### config.mk
export PLATFORM = sky130hd
export DESIGN_NAME = menu_nav_ctl
export DESIGN_NICKNAME = d
export VERILOG_FILES = /design/src/rtl/menu_nav_ctl.sv
export SDC_FILE = /design/constraint.sdc
export NUM_CORES = 1
export LEC_CHECK = 0
export CAP_MARGIN = 20
export CELL_PAD_IN_SITES_DETAIL_PLACEMENT = 1
export CELL_PAD_IN_SITES_GLOBAL_PLACEMENT = 1
export CORE_ASPECT_RATIO = 0.7
export CORE_MARGIN = 2
export CORE_UTILIZATION = 51
export CTS_BUF_LIST = sky130_fd_sc_hd__clkbuf_8
export CTS_CLUSTER_SIZE = 40
export DETAILED_ROUTE_END_ITERATION = 12
export PLACE_DENSITY = 0.92
export REMOVE_ABC_BUFFERS = 1
export SKIP_CTS_REPAIR_TIMING = 1
export SYNTH_ARGS = -nofsm -noshare
export SYNTH_HDL_FRONTEND = slang
export SYNTH_SLANG_ARGS = --single-unit
export TNS_END_PERCENT = 10
### constraint.sdc
create_clock -name clk -period 4.6 [get_ports clk]
set_clock_uncertainty 0.05 [all_clocks]
set_input_delay 0.92 -clock clk [delete_from_list [all_inputs] [get_ports clk]]
set_output_delay 0.92 -clock clk [all_outputs]
set_load 0.01 [all_outputs]
### src/rtl/menu_nav_ctl.sv
// menu_nav_ctl
// Main-menu navigation controller. Turns held button levels into a cursor
// row with auto-repeat, a highlight strobe aligned with the text ROM's
// registered char_code, and a valid/ready mode offer to the game core.
//
// Ports
//   clk, rst      system clock, synchronous active-high reset
//   btn_up/down   cursor movement levels (auto-repeat while held)
//   btn_enter     select the current row
//   btn_esc       abort an offer, or leave running mode
//   char_xy       renderer char address, [7:4] row, [3:0] column
//   mode_ready    game core accepts the offered mode
//   game_done     1-cycle pulse, game finished
//   sel_item      cursor row
//   highlight     current char is on the highlighted row (1-cycle latency)
//   mode_valid    mode offer to the game core
//   mode          selected row, stable while mode_valid
//   menu_active   menu is on screen
//
// state     | meaning
// ----------+------------------------------------------------------
// S_MENU    | cursor moves, enter offers the current row
// S_CONFIRM | offer pending, highlight blinks, esc withdraws
// S_RUN     | game running, menu hidden
module menu_nav_ctl #(
   parameter int          N_ITEMS      = 4,
   parameter logic [31:0] REPEAT_DELAY = 32'd20_000_000,
   parameter logic [31:0] REPEAT_RATE  = 32'd5_000_000,
   parameter logic [31:0] BLINK_DIV    = 32'd10_000_000,
   localparam int         W            = (N_ITEMS > 1) ? $clog2(N_ITEMS) : 1
) (
   input  logic         clk,
   input  logic         rst,
   input  logic         btn_up,
   input  logic         btn_down,
   input  logic         btn_enter,
   input  logic         btn_esc,
   input  logic [7:0]   char_xy,
   input  logic         mode_ready,
   input  logic         game_done,
   output logic [W-1:0] sel_item,
   output logic         highlight,
   output logic         mode_valid,
   output logic [W-1:0] mode,
   output logic         menu_active
);

   typedef enum logic [1:0] {S_MENU, S_CONFIRM, S_RUN} state_t;

   localparam logic [W-1:0] LAST  = W'(N_ITEMS - 1);
   localparam logic [4:0]   N_LIM = 5'(N_ITEMS);

   state_t      state;
   logic        up_q, dn_q, ent_q, esc_q;
   logic        up_arm, dn_arm;
   logic [31:0] up_tmr, dn_tmr, blink_tmr;
   logic        blink_en;

   logic        up_p, dn_p, ent_p, esc_p, hl_en;
   logic [4:0]  row;

   function automatic logic [W-1:0] next_row(input logic [W-1:0] s);
      return (s == LAST) ? '0 : s + 1'b1;
   endfunction

   function automatic logic [W-1:0] prev_row(input logic [W-1:0] s);
      return (s == '0) ? LAST : s - 1'b1;
   endfunction

   always_comb begin
      up_p  = btn_up    & ~up_q;
      dn_p  = btn_down  & ~dn_q;
      ent_p = btn_enter & ~ent_q;
      esc_p = btn_esc   & ~esc_q;
      row   = {1'b0, char_xy[7:4]};
      hl_en = 1'b0;
      case (state)
         S_MENU:    hl_en = 1'b1;
         S_CONFIRM: hl_en = blink_en;
         default:   hl_en = 1'b0;
      endcase
   end

   always_ff @(posedge clk) begin
      if (rst) begin
         state       <= S_MENU;
         up_q        <= 1'b0;
         dn_q        <= 1'b0;
         ent_q       <= 1'b0;
         esc_q       <= 1'b0;
         up_arm      <= 1'b0;
         dn_arm      <= 1'b0;
         up_tmr      <= '0;
         dn_tmr      <= '0;
         blink_tmr   <= '0;
         blink_en    <= 1'b0;
         sel_item    <= '0;
         highlight   <= 1'b0;
         mode_valid  <= 1'b0;
         mode        <= '0;
         menu_active <= 1'b1;
      end else begin
         up_q  <= btn_up;
         dn_q  <= btn_down;
         ent_q <= btn_enter;
         esc_q <= btn_esc;

         highlight <= hl_en & (row == 5'(sel_item)) & (row < N_LIM);

         case (state)
            S_MENU: begin
               if (ent_p) begin
                  mode       <= sel_item;
                  mode_valid <= 1'b1;
                  state      <= S_CONFIRM;
                  blink_en   <= 1'b1;
                  blink_tmr  <= BLINK_DIV - 32'd1;
                  up_arm     <= 1'b0;
                  dn_arm     <= 1'b0;
                  up_tmr     <= '0;
                  dn_tmr     <= '0;
               end else if (btn_up & btn_down) begin
                  up_arm <= 1'b0;
                  dn_arm <= 1'b0;
                  up_tmr <= '0;
                  dn_tmr <= '0;
               end else begin
                  // Only one of the two buttons can be high here, so at most
                  // one branch below writes sel_item.
                  if (up_p) begin
                     sel_item <= prev_row(sel_item);
                     up_arm   <= 1'b1;
                     up_tmr   <= REPEAT_DELAY - 32'd1;
                  end else if (btn_up & up_arm) begin
                     if (up_tmr == '0) begin
                        sel_item <= prev_row(sel_item);
                        up_tmr   <= REPEAT_RATE - 32'd1;
                     end else begin
                        up_tmr <= up_tmr - 32'd1;
                     end
                  end else if (!btn_up) begin
                     up_arm <= 1'b0;
                     up_tmr <= '0;
                  end

                  if (dn_p) begin
                     sel_item <= next_row(sel_item);
                     dn_arm   <= 1'b1;
                     dn_tmr   <= REPEAT_DELAY - 32'd1;
                  end else if (btn_down & dn_arm) begin
                     if (dn_tmr == '0) begin
                        sel_item <= next_row(sel_item);
                        dn_tmr   <= REPEAT_RATE - 32'd1;
                     end else begin
                        dn_tmr <= dn_tmr - 32'd1;
                     end
                  end else if (!btn_down) begin
                     dn_arm <= 1'b0;
                     dn_tmr <= '0;
                  end
               end
            end

            S_CONFIRM: begin
               // A completed transfer takes priority over a same-cycle esc.
               if (mode_ready) begin
                  mode_valid  <= 1'b0;
                  state       <= S_RUN;
                  menu_active <= 1'b0;
               end else if (esc_p) begin
                  mode_valid <= 1'b0;
                  state      <= S_MENU;
               end
               if (blink_tmr == '0) begin
                  blink_en  <= ~blink_en;
                  blink_tmr <= BLINK_DIV - 32'd1;
               end else begin
                  blink_tmr <= blink_tmr - 32'd1;
               end
            end

            S_RUN: begin
               // Arms stay cleared, so buttons still held on return do not
               // repeat until released and pressed again.
               if (game_done | esc_p) begin
                  state       <= S_MENU;
                  menu_active <= 1'b1;
               end
            end

            default: begin
               state       <= S_MENU;
               mode_valid  <= 1'b0;
               menu_active <= 1'b1;
            end
         endcase
      end
   end

endmodule
; Word level (Yosys, flattened, before mapping)
; Index checks and enable logic that the tools add are counted.
[word_totals]
in_bits = 16
reg_bits = 112
word_cells = 121
output_inout_bits = 7
[op_classes]
eq_ne = 15
muxes = 48
reduce_logical = 17
n_addsub = 5
bitwise_logic = 19
magnitude_cmp = 1
[op_table]
columns = op, count
row1 = two-way mux 32 bit, 14
row2 = zero test 32 bit, 3
row3 = subtractor 32 x 1 -> 32 bit (second input constant), 3
row4 = case mux 32 bit (2 select lines), 1
row5 = two-way mux 2 bit, 12
row6 = AND reduction 3 bit, 7
row7 = two-way mux 1 bit, 16
row8 = != test 5 x 1 -> 1 bit (second input constant), 2
row9 = bitwise AND 1 bit, 9
row10 = inverter 1 bit, 9
row11 = != test 2 bit (second input constant), 4
row12 = != test 4 x 1 -> 1 bit (second input constant), 2
row13 = != test 4 bit (second input constant), 2
row14 = AND reduction 2 bit, 4
row15 = case mux 1 bit (3 select lines), 2
row16 = case mux 2 bit (3 select lines), 1
row17 = == test 2 bit (second input constant), 2
row18 = == test 4 x 2 -> 1 bit, 1
row19 = zero test 2 bit, 2
row20 = less-than comparator 4 x 3 -> 1 bit (second input constant), 1
row21 = case mux 1 bit (2 select lines), 2
row22 = != test 3 bit (second input constant), 1
row23 = adder 2 x 1 -> 2 bit (second input constant), 1
row24 = == test 2 x 1 -> 1 bit (second input constant), 1
row25 = 3 further kinds, 3

; Logic depth before layout (Yosys ltp)
; Gate-level depths: netlist of the first run.
[logic_depth]
depth_word = 8
depth_mapped = 9
ltp_nobuf = 8

; Worst setup path before layout of the first run
; Ideal clock, no wire load.
[synth_timing]
path_type = input port to flip-flop
startpoint = input btn_enter
endpoint = register up_tmr[16]
path_slack_ns = 1.767
required_ns = 4.473
path_stages = 8
setup_time_ns = 0.077
t_arrival_ns = 2.706
n_path_buf = 2
cell_sequence = nor2b_1 -> clkbuf_1 -> o41ai_1 -> and2_1 -> clkbuf_1 -> o41a_1 -> a31oi_1 -> o22ai_1
[synth_via]
elab_chain_cells = 3
elab_cells_between_ends = 4
cone_classes = eq/ne (1) / mux (1) / bitwise (1) / reduce/logical (1)
[synth_lines]
columns = item, line_no
row1 = start: declaration, 36  ; input logic btn_enter,
row2 = bitwise AND 1 bit (*), 73  ; ent_p = btn_enter & ~ent_q;
row3 = != test 5 x 1 -> 1 bit (no source line), -
row4 = AND reduction 2 bit (no source line), -
row5 = end signal: assignment, 133  ; up_tmr <= REPEAT_DELAY - 32'd1;
row6 = end signal: assignment, 137  ; up_tmr <= REPEAT_RATE - 32'd1;
row7 = end signal: assignment, 139  ; up_tmr <= up_tmr - 32'd1;
row8 = end: declaration, 56  ; logic [31:0] up_tmr, dn_tmr, blink_tmr;
; Mark *: on every way between the ends. The rest lies on a longest branch, timed or not.
; A chain may end at the register's enable or synchronous reset.

; Worst setup path in the final report of the first run
[layout_timing]
startpoint = input btn_down
endpoint = register dn_tmr[31]
[layout_via]
elab_chain_cells = 5
elab_cells_between_ends = 9
cone_classes = eq/ne (1) / mux (4) / bitwise (3) / reduce/logical (1)
[layout_lines]
columns = item, line_no
row1 = start: declaration, 35  ; input logic btn_down,
row2 = bitwise AND 1 bit, 150  ; end else if (btn_down & dn_arm) begin
row3 = two-way mux 32 bit, 150
row4 = two-way mux 32 bit, 146  ; if (dn_p) begin
row5 = two-way mux 32 bit, 122  ; end else if (btn_up & btn_down) begin
row6 = two-way mux 32 bit, 112  ; if (ent_p) begin
row7 = end signal: assignment, 149  ; dn_tmr <= REPEAT_DELAY - 32'd1;
row8 = end signal: assignment, 153  ; dn_tmr <= REPEAT_RATE - 32'd1;
row9 = end signal: assignment, 155  ; dn_tmr <= dn_tmr - 32'd1;
row10 = end: declaration, 56
; Several ways; a longest one is shown, not always the timed one.

==> summary.md, run 1 <==
| Metric | Value |
|---|---|
| Post-route clock period utilization | `74.3%` |
| Outcome | `complete, no violations` |
| Post-layout nets | `800` |
| Effective utilization at floorplan | `52.0%` |
| Number of warnings issued by yosys | `0` |
| Worst hold margin | `0.412 ns` |
| Worst stage delay on the critical path | `0.63 ns` |
| Main combinational cell family by area after synthesis | `simple AND/OR/NAND/NOR gates` |
| Library cell with the largest summed area after synthesis | `sky130_fd_sc_hd__dfxtp_1` |
| Post-synthesis xor/xnor area fraction | `6.36%` |
| Worst min-delay path class | `reg -> reg` |
| Number of pins with negative max-slew slack in the final report | `0` |
| Count of distinct cell types in the synthesized netlist | `76` |
| Shortest clock period the worst path allows after layout | `3.42 ns` |
| Antenna-violating nets left | `0` |
| Pin count of the biggest net entering global routing | `41` |
| Fraction of power spent switching nets | `35.6%` |
| Setup crit end kind | `flip-flop` |
| Setup repair after global routing missed its margin | `no` |
| Internal power | `1.59 mW` |
| Total CTS buffers | `9` |
| CP Depth | `7` |
| Max Clk Rate | `292 MHz` |
| Post-synthesis async set-or-reset flop share | `0%` |
| Worst-Skew Late Latency | `0.40 ns` |
| Standard-cell row count | `33` |
| Final setup viols | `0` |
| Total vias in the final route | `6065` |
| Core region area | `11600 um2` |
| Number of flops mapped to enable cells by yosys | `0` |
| Layout fillers | `1423` |
| Top-level I/O count | `23` |
| Logic depth of the worst register-to-register path | `8` |
| Total of flip-flops plus latches after synthesis | `112` |
| Highest-delay cell along the critical path | `sky130_fd_sc_hd__nor4bb_1` |
| Reg power frac | `43.9%` |
| All-layer global routing usage | `30.5%` |
| Reg clk slew, reported paths | `0.11 ns` |
| Number of buffers on the longest clock path | `2` |
| Placed cell area | `6390 um2` |
| Worst setup SP type | `primary input` |
| Clock root buffer | `sky130_fd_sc_hd__clkbuf_8` |
| First drt pass iteration count | `5` |
| Buffers plus inverters on the worst setup path | `2` |
| Cell count after synthesis | `775` |
| Clock H-tree levels | `3` |
| Net switching component of the power | `0.877 mW` |
| Final Hold Violating Endpoints | `0` |
| Family of cells with the greatest summed delay on the critical path | `simple AND/OR/NAND/NOR gates` |
| Gate power share | `28.5%` |
| Hold Path Depth | `2` |
| Post-Syn Area | `6050 um2` |
| Top FF cell, synth | `sky130_fd_sc_hd__dfxtp_1` |
| Post-synthesis to final-layout area growth | `9.20%` |
| Required arrival time at the worst endpoint | `4.88 ns` |
| Die Y-Extent | `95.2 um` |
| Largest fanout on the critical path | `14` |
| Simple-gate share of the synthesized area | `30.8%` |
| Vias per inst | `6.45` |
| Initial antenna violation count | `0` |
| Number of antenna cells inserted | `0` |
| Total number of clock tree sinks | `112` |
| Share of final-layout standard cells stronger than drive strength 1 | `6.77%` |
| Most common cell type on the critical path | `sky130_fd_sc_hd__nor2_1` |
| Die ar. | `12800 um2` |
| Via count of the first global-routing pass | `6238` |
| Share of the synthesized area in the top cell type | `37.0%` |
| Adder-cell area share of the yosys netlist | `1.24%` |
| DRC marker count from the first detailed-route iteration | `459` |
| Post-synthesis compound-gate area fraction | `20.5%` |
| Clock share of power | `27.6%` |
| Max-Slew Margin vs Limit | `34.4%` |
| DP Wirelength | `13800 um` |
| Cell Chain, Critical Path | `clkdlybuf4s50_1, buf_4, nor4bb_1, a21oi_1, nor2_1, a21oi_2, nor2_1` |
| Clock tree from TritonCTS | `built` |
| Fraction of synthesized area in multiplexers | `0.517%` |
| Worst reg2reg setup slack | `1.39 ns` |
| Wire length of the first global-routing pass | `31400 um` |
| Transition at the pin with the smallest max-transition slack | `0.985 ns` |
| Portion of the post-synthesis area used by sequential elements | `37.0%` |
| Die W | `134 um` |
| Buffers on Ports | `18` |
| Wirelength, routed | `19100 um` |
| GP Congestion | `0.874` |
| Post-route cell area | `6610 um2` |
| Residual DRC count | `0` |
| Maximum Capacitance Violations | `0` |
| Leading post-synthesis cells by cell area | `sky130_fd_sc_hd__dfxtp_1 37%, sky130_fd_sc_hd__nor2_1 6.4%, sky130_fd_sc_hd__a21oi_1 4.6%` |
| Leak pwr | `2.46 nW` |
| Sum of overflow across all layers after global routing | `0` |
| Worst IR drop on VDD | `0.186 mV` |
| Mapped Avg Cell Area | `7.81 um2` |
| TNS Setup | `0 ns` |
| Power density over cell area | `373 nW/um2` |
| Class of the most critical setup path | `in -> reg` |
| DR WL/cell | `20.3 um` |
| WP data arrival | `3.70 ns` |
## layer usage
metal	up-vias	part of all wire, %	global-route usage (%)
met3	33	4.5	5.10
met1	3024	46	40.2
met2	167	48	52.0
met5	-	0	0
met4	0	1.7	9.21
li1	2841	-	-
## synthesized netlist by cell type (all sizes together), types with 22 or more instances
library cell and n:
o21ai 52, dfxtp 112, nor4 22, xor2 22, a21oi 57, nand2 56
xnor2 22, clkbuf 35, nand3 22, nor2 107, or3 22, nor3 49
## sequential cells by signal (all words and copies together) (netlist names), 2 cells and up
name and count:
mode 2, state 2, blink_tmr 32, up_tmr 32, dn_tmr 32, sel_item 2
## path summary, 6_finish.rpt
| kind | startpoint | to |
|---|---|---|
| min | dn_tmr[19] | dn_tmr[19] |
| max | btn_down | dn_tmr[31] |
| min reg2reg | dn_tmr[19] | dn_tmr[19] |
| max reg2reg | up_tmr[0] | up_tmr[21] |
## cells by family (layout without fill, tap and decap cells)
kind of cell               after synthesis  after routing
and+or+nand+nor                        359            359
AOI/OAI and AO/OA                      195            195
DFF                                    112            112
buffers and inverters                   56             64
xor gates and xnor gates                44             44
adders and majority gates                6              6
muxes                                    3              3
## power groups by stage
stage	combinational (mW)	sequential (mW)	clock, mW
global placement	0.639	1.09	0
global route	0.770	1.09	0.724
floorplan	0.477	1.09	0
finish	0.702	1.08	0.680
CTS	0.693	1.08	0.688
detailed placement	0.683	1.10	0
## layout by cell type, fill, tap and decap left out, types with 4 or more instances in the layout
cell,synthesis,routed
sky130_fd_sc_hd__nand3_1,22,22
sky130_fd_sc_hd__nor3b_1,5,5
sky130_fd_sc_hd__and2_1,4,4
sky130_fd_sc_hd__xnor2_1,22,22
sky130_fd_sc_hd__a211oi_1,6,6
sky130_fd_sc_hd__inv_1,16,16
sky130_fd_sc_hd__xor2_1,22,22
sky130_fd_sc_hd__nand3b_1,6,6
sky130_fd_sc_hd__buf_4,0,13
sky130_fd_sc_hd__nand4_1,9,9
sky130_fd_sc_hd__o21ai_1,30,30
sky130_fd_sc_hd__clkbuf_8,0,9
sky130_fd_sc_hd__nor2_1,104,104
sky130_fd_sc_hd__a31oi_1,17,17
sky130_fd_sc_hd__ha_1,6,6
sky130_fd_sc_hd__a21oi_1,56,56
sky130_fd_sc_hd__nor2b_1,10,10
sky130_fd_sc_hd__o211ai_1,5,5
sky130_fd_sc_hd__nand2b_1,7,7
sky130_fd_sc_hd__dfxtp_1,112,112
sky130_fd_sc_hd__o22ai_1,6,6
sky130_fd_sc_hd__nor4_1,20,19
sky130_fd_sc_hd__o31ai_1,5,5
sky130_fd_sc_hd__nand2_1,56,56
sky130_fd_sc_hd__or3_1,22,22
sky130_fd_sc_hd__clkdlybuf4s50_1,0,17
sky130_fd_sc_hd__or4_1,19,19
sky130_fd_sc_hd__or2_2,5,5
sky130_fd_sc_hd__a21o_1,4,4
sky130_fd_sc_hd__o41ai_1,5,4
sky130_fd_sc_hd__o21ai_0,21,21
sky130_fd_sc_hd__nor3_1,48,48
## worst reg2reg max path: cells and delay by family (launching register included)
family	cells	cell delay, ns
AOI/OAI and AO/OA	1	0.15
adders and majority gates	1	0.24
buffers and inverters	1	0.07
DFF	1	0.37
and+or+nand+nor	5	2.21
## layout make-up
| class | count | area (um2) | share of cell area, % |
|---|---|---|---|
| Tap cell | 157 | 196 | 2.97 |
| Inverter | 17 | 63.8 | 0.965 |
| Multi-Input combinational cell | 607 | 3610 | 54.6 |
| Timing Repair Buffer | 31 | 273 | 4.13 |
| Clock buffer | 9 | 124 | 1.87 |
| Sequential cell | 112 | 2240 | 33.9 |
| Clock inverter | 7 | 101 | 1.53 |
## metrics by stage
| stage | setup slack (ns) | cells | power (mW) | utilization, % |
|---|---|---|---|---|
| 2_1_floorplan | 1.28 | 736 | 1.56 | - |
| 3_3_place_gp | 1.07 | 924 | 1.73 | 54.8 |
| 3_5_place_dp | 0.885 | 924 | 1.79 | 54.8 |
| 4_1_cts | 1.30 | 940 | 2.46 | 56.8 |
| 5_1_grt | 0.982 | 940 | 2.58 | 56.8 |
| 6_report | 1.18 | 940 | 2.46 | 56.8 |
Note: power is estimated with default switching activity, not from simulation.
==> run 2, diff against run 1 <==
CORE_UTILIZATION = 48   (was 51)
PLACE_DENSITY = 0.88   (was 0.92)
clock period = 3.44 ns   (was 4.6 ns; I/O delays follow)
==> run 2 against run 1 <==
Sequential power is 34% higher. Utilization decreased by 2.5 points. Combinational power grew 36%. Via count decreased by 0.12%. First-iteration DRC count down 37%. Final area up 1.7%. Die area up 6.0%. Global-route usage is 2.4 points lower.
==> summary.md, run 2 (synthesis gave the netlist of run 1 again) <==
| Metric | Value |
|---|---|
| Outcome | `complete, no violations` |
| Transition at the pin with the smallest max-transition slack | `0.871 ns (-0.114 ns)` |
| Max-Slew Margin vs Limit | `41.5% (+7.1 points)` |
| Antenna-violating nets left | `0 (unchanged)` |
| Via count of the first global-routing pass | `6288 (+0.80%)` |
| Effective utilization at floorplan | `48.9% (-3.1 points)` |
| Number of buffers on the longest clock path | `2 (unchanged)` |
| Cell Count, Final, Fillers Out | `960 (+2.1%)` |
| Residual DRC count | `0 (unchanged)` |
| Worst min-delay path class | `reg -> reg` |
| Cell count after placement | `944 (+2.2%)` |
| Sum of overflow across all layers after global routing | `0 (unchanged)` |
| Core region area | `12400 um2 (+6.3%)` |
| First drt pass iteration count | `5 (unchanged)` |
| Leak pwr | `2.53 nW (+2.8%)` |
| Reg power frac | `44.0% (about the same)` |
| Most common library cell in the layout ignoring fill and taps | `sky130_fd_sc_hd__dfxtp_1` |
| Initial antenna violation count | `0 (unchanged)` |
| Area occupied by multi-input gates | `3610 um2 (unchanged)` |
| Clock share of power | `27.0% (-0.6 points)` |
| Maximum Capacitance Violations | `0 (unchanged)` |
| DR WL/cell | `19.6 um (-3.7%)` |
| Placed cell area | `6500 um2 (+1.9%)` |
| Number of pins with negative max-slew slack in the final report | `0 (unchanged)` |
| Top-level I/O count | `23 (unchanged)` |
| TNS Setup | `0 ns (unchanged)` |
| Max Clk Rate | `319 MHz` |
| Shortest clock period the worst path allows after layout | `3.13 ns` |
| All-layer global routing usage | `28.2% (-2.4 points)` |
| Fin worst setup slack | `0.307 ns (-0.873 ns)` |
| Worst hold margin | `0.417 ns (+0.00545 ns)` |
| Post-layout nets | `815 (+1.9%)` |
| Wire length of the first global-routing pass | `31800 um (+1.5%)` |
| Commonest cells after routing, fill and taps aside | `112 x sky130_fd_sc_hd__dfxtp_1, 104 x sky130_fd_sc_hd__nor2_1, 56 x sky130_fd_sc_hd__nand2_1, 56 x sky130_fd_sc_hd__a21oi_1, 48 x sky130_fd_sc_hd__nor3_1` |
| DP Wirelength | `14000 um (+1.1%)` |
| Post-route cell area | `6730 um2 (+1.7%)` |
| Required arrival time at the worst endpoint | `3.67 ns (-1.21 ns)` |
| Worst IR drop on VDD | `0.211 mV (+13%)` |
| Wirelength, routed | `18800 um (-1.7%)` |
| Number of antenna cells inserted | `0 (unchanged)` |
| Total CTS buffers | `9 (unchanged)` |
| Total number of clock tree sinks | `112 (unchanged)` |
| WP data arrival | `3.36 ns (-0.34 ns)` |
| Vias per inst | `6.31 (-2.2%)` |
| Final setup viols | `0 (unchanged)` |
| Share of final-layout standard cells stronger than drive strength 1 | `8.40% (+1.6 points)` |
| Post-synthesis to final-layout area growth | `11.1%` |
| Layout fillers | `1533 (+7.7%)` |
| Clock tree from TritonCTS | `built` |
| Standard-cell row count | `34 (+3.0%)` |
| Die ar. | `13500 um2 (+6.0%)` |
| Total vias in the final route | `6058 (-0.12%)` |
| GP Congestion | `0.850 (-2.7%)` |
| Power density over cell area | `489 nW/um2 (+31%)` |
| Clock H-tree levels | `3 (unchanged)` |
| Buffers on Ports | `18 (unchanged)` |
| Gate power share | `29.0% (+0.5 points)` |
| FF+latch area | `2240 um2 (unchanged)` |
| Setup crit end kind | `flip-flop` |
| Worst setup SP type | `flip-flop` |
| Fraction of power spent switching nets | `35.2% (-0.44 points)` |
| Die W | `138 um (+3.0%)` |
| Pin count of the biggest net entering global routing | `24 (-41%)` |
| Clock root buffer | `sky130_fd_sc_hd__clkbuf_8` |
| Post-layout util | `54.3% (-2.5 points)` |
| Final Hold Violating Endpoints | `0 (unchanged)` |
| Top flop regs | `blink_tmr (32), dn_tmr (32), up_tmr (32)` |
| DRC marker count from the first detailed-route iteration | `291 (-37%)` |
| Minimum setup slack after placement | `0.362 ns (-0.523 ns)` |
| Worst-Skew Late Latency | `0.39 ns (about the same)` |
| Class of the most critical setup path | `reg -> reg` |
| Overall power of the completed layout | `3.29 mW (+33%)` |
| Reg clk slew, reported paths | `0.11 ns (about the same)` |
| Die Y-Extent | `98.0 um (+2.9%)` |
| Net switching component of the power | `1.16 mW (+32%)` |
| Post-route clock period utilization | `91.1%` |
| Largest fanout on the critical path | `7 (-7)` |
| Internal power | `2.13 mW (+34%)` |
| Setup repair after global routing missed its margin | `no` |
[run 2: layer usage]
layer	track usage, %	routed length [um]	vias up
met5	0	0	-
met4	7.61	311	0
met3	4.90	733	30
met2	45.9	8770	127
met1	38.9	8970	3031
li1	-	-	2870
[run 2: final timing paths]
| path | startpoint | endpoint | slack, ns | cells after the start |
|---|---|---|---|---|
| worst max-delay path | up_tmr[0] | sel_item[0] | 0.31 | 8 |
| worst min-delay path | dn_tmr[19] | dn_tmr[19] | 0.42 | 2 |
| worst max register to register | up_tmr[0] | sel_item[0] | 0.31 | 8 |
| worst min register to register | dn_tmr[19] | dn_tmr[19] | 0.42 | 2 |
[run 2: worst max-delay path, cell delays in order (launching register included)]
cell and delay (ns):
sky130_fd_sc_hd__dfxtp_1 0.36, sky130_fd_sc_hd__inv_1 0.08, sky130_fd_sc_hd__ha_1 0.22, sky130_fd_sc_hd__or4b_1 0.60, sky130_fd_sc_hd__or3_1 0.51, sky130_fd_sc_hd__or4_4 0.49, sky130_fd_sc_hd__o21ai_2 0.34, sky130_fd_sc_hd__a21oi_1 0.12
sky130_fd_sc_hd__o211a_1 0.23
[run 2: power by group through the flow]
stage / logic, mW / clock network, mW / registers (mW)
5_1_grt: 1.05 / 0.943 / 1.46
4_1_cts: 0.942 / 0.900 / 1.44
2_1_floorplan: 0.638 / 0 / 1.45
6_report: 0.953 / 0.886 / 1.45
3_3_place_gp: 0.881 / 0 / 1.46
3_5_place_dp: 0.933 / 0 / 1.47
[run 2: final cells by class]
cell class	count	area share [%]
timing repair buffer	46	5.73
multi-input combinational	607	53.7
sequential	112	33.3
tap	162	3.01
clock inverter	7	1.43
clock buffer	9	1.84
inverter	17	0.949
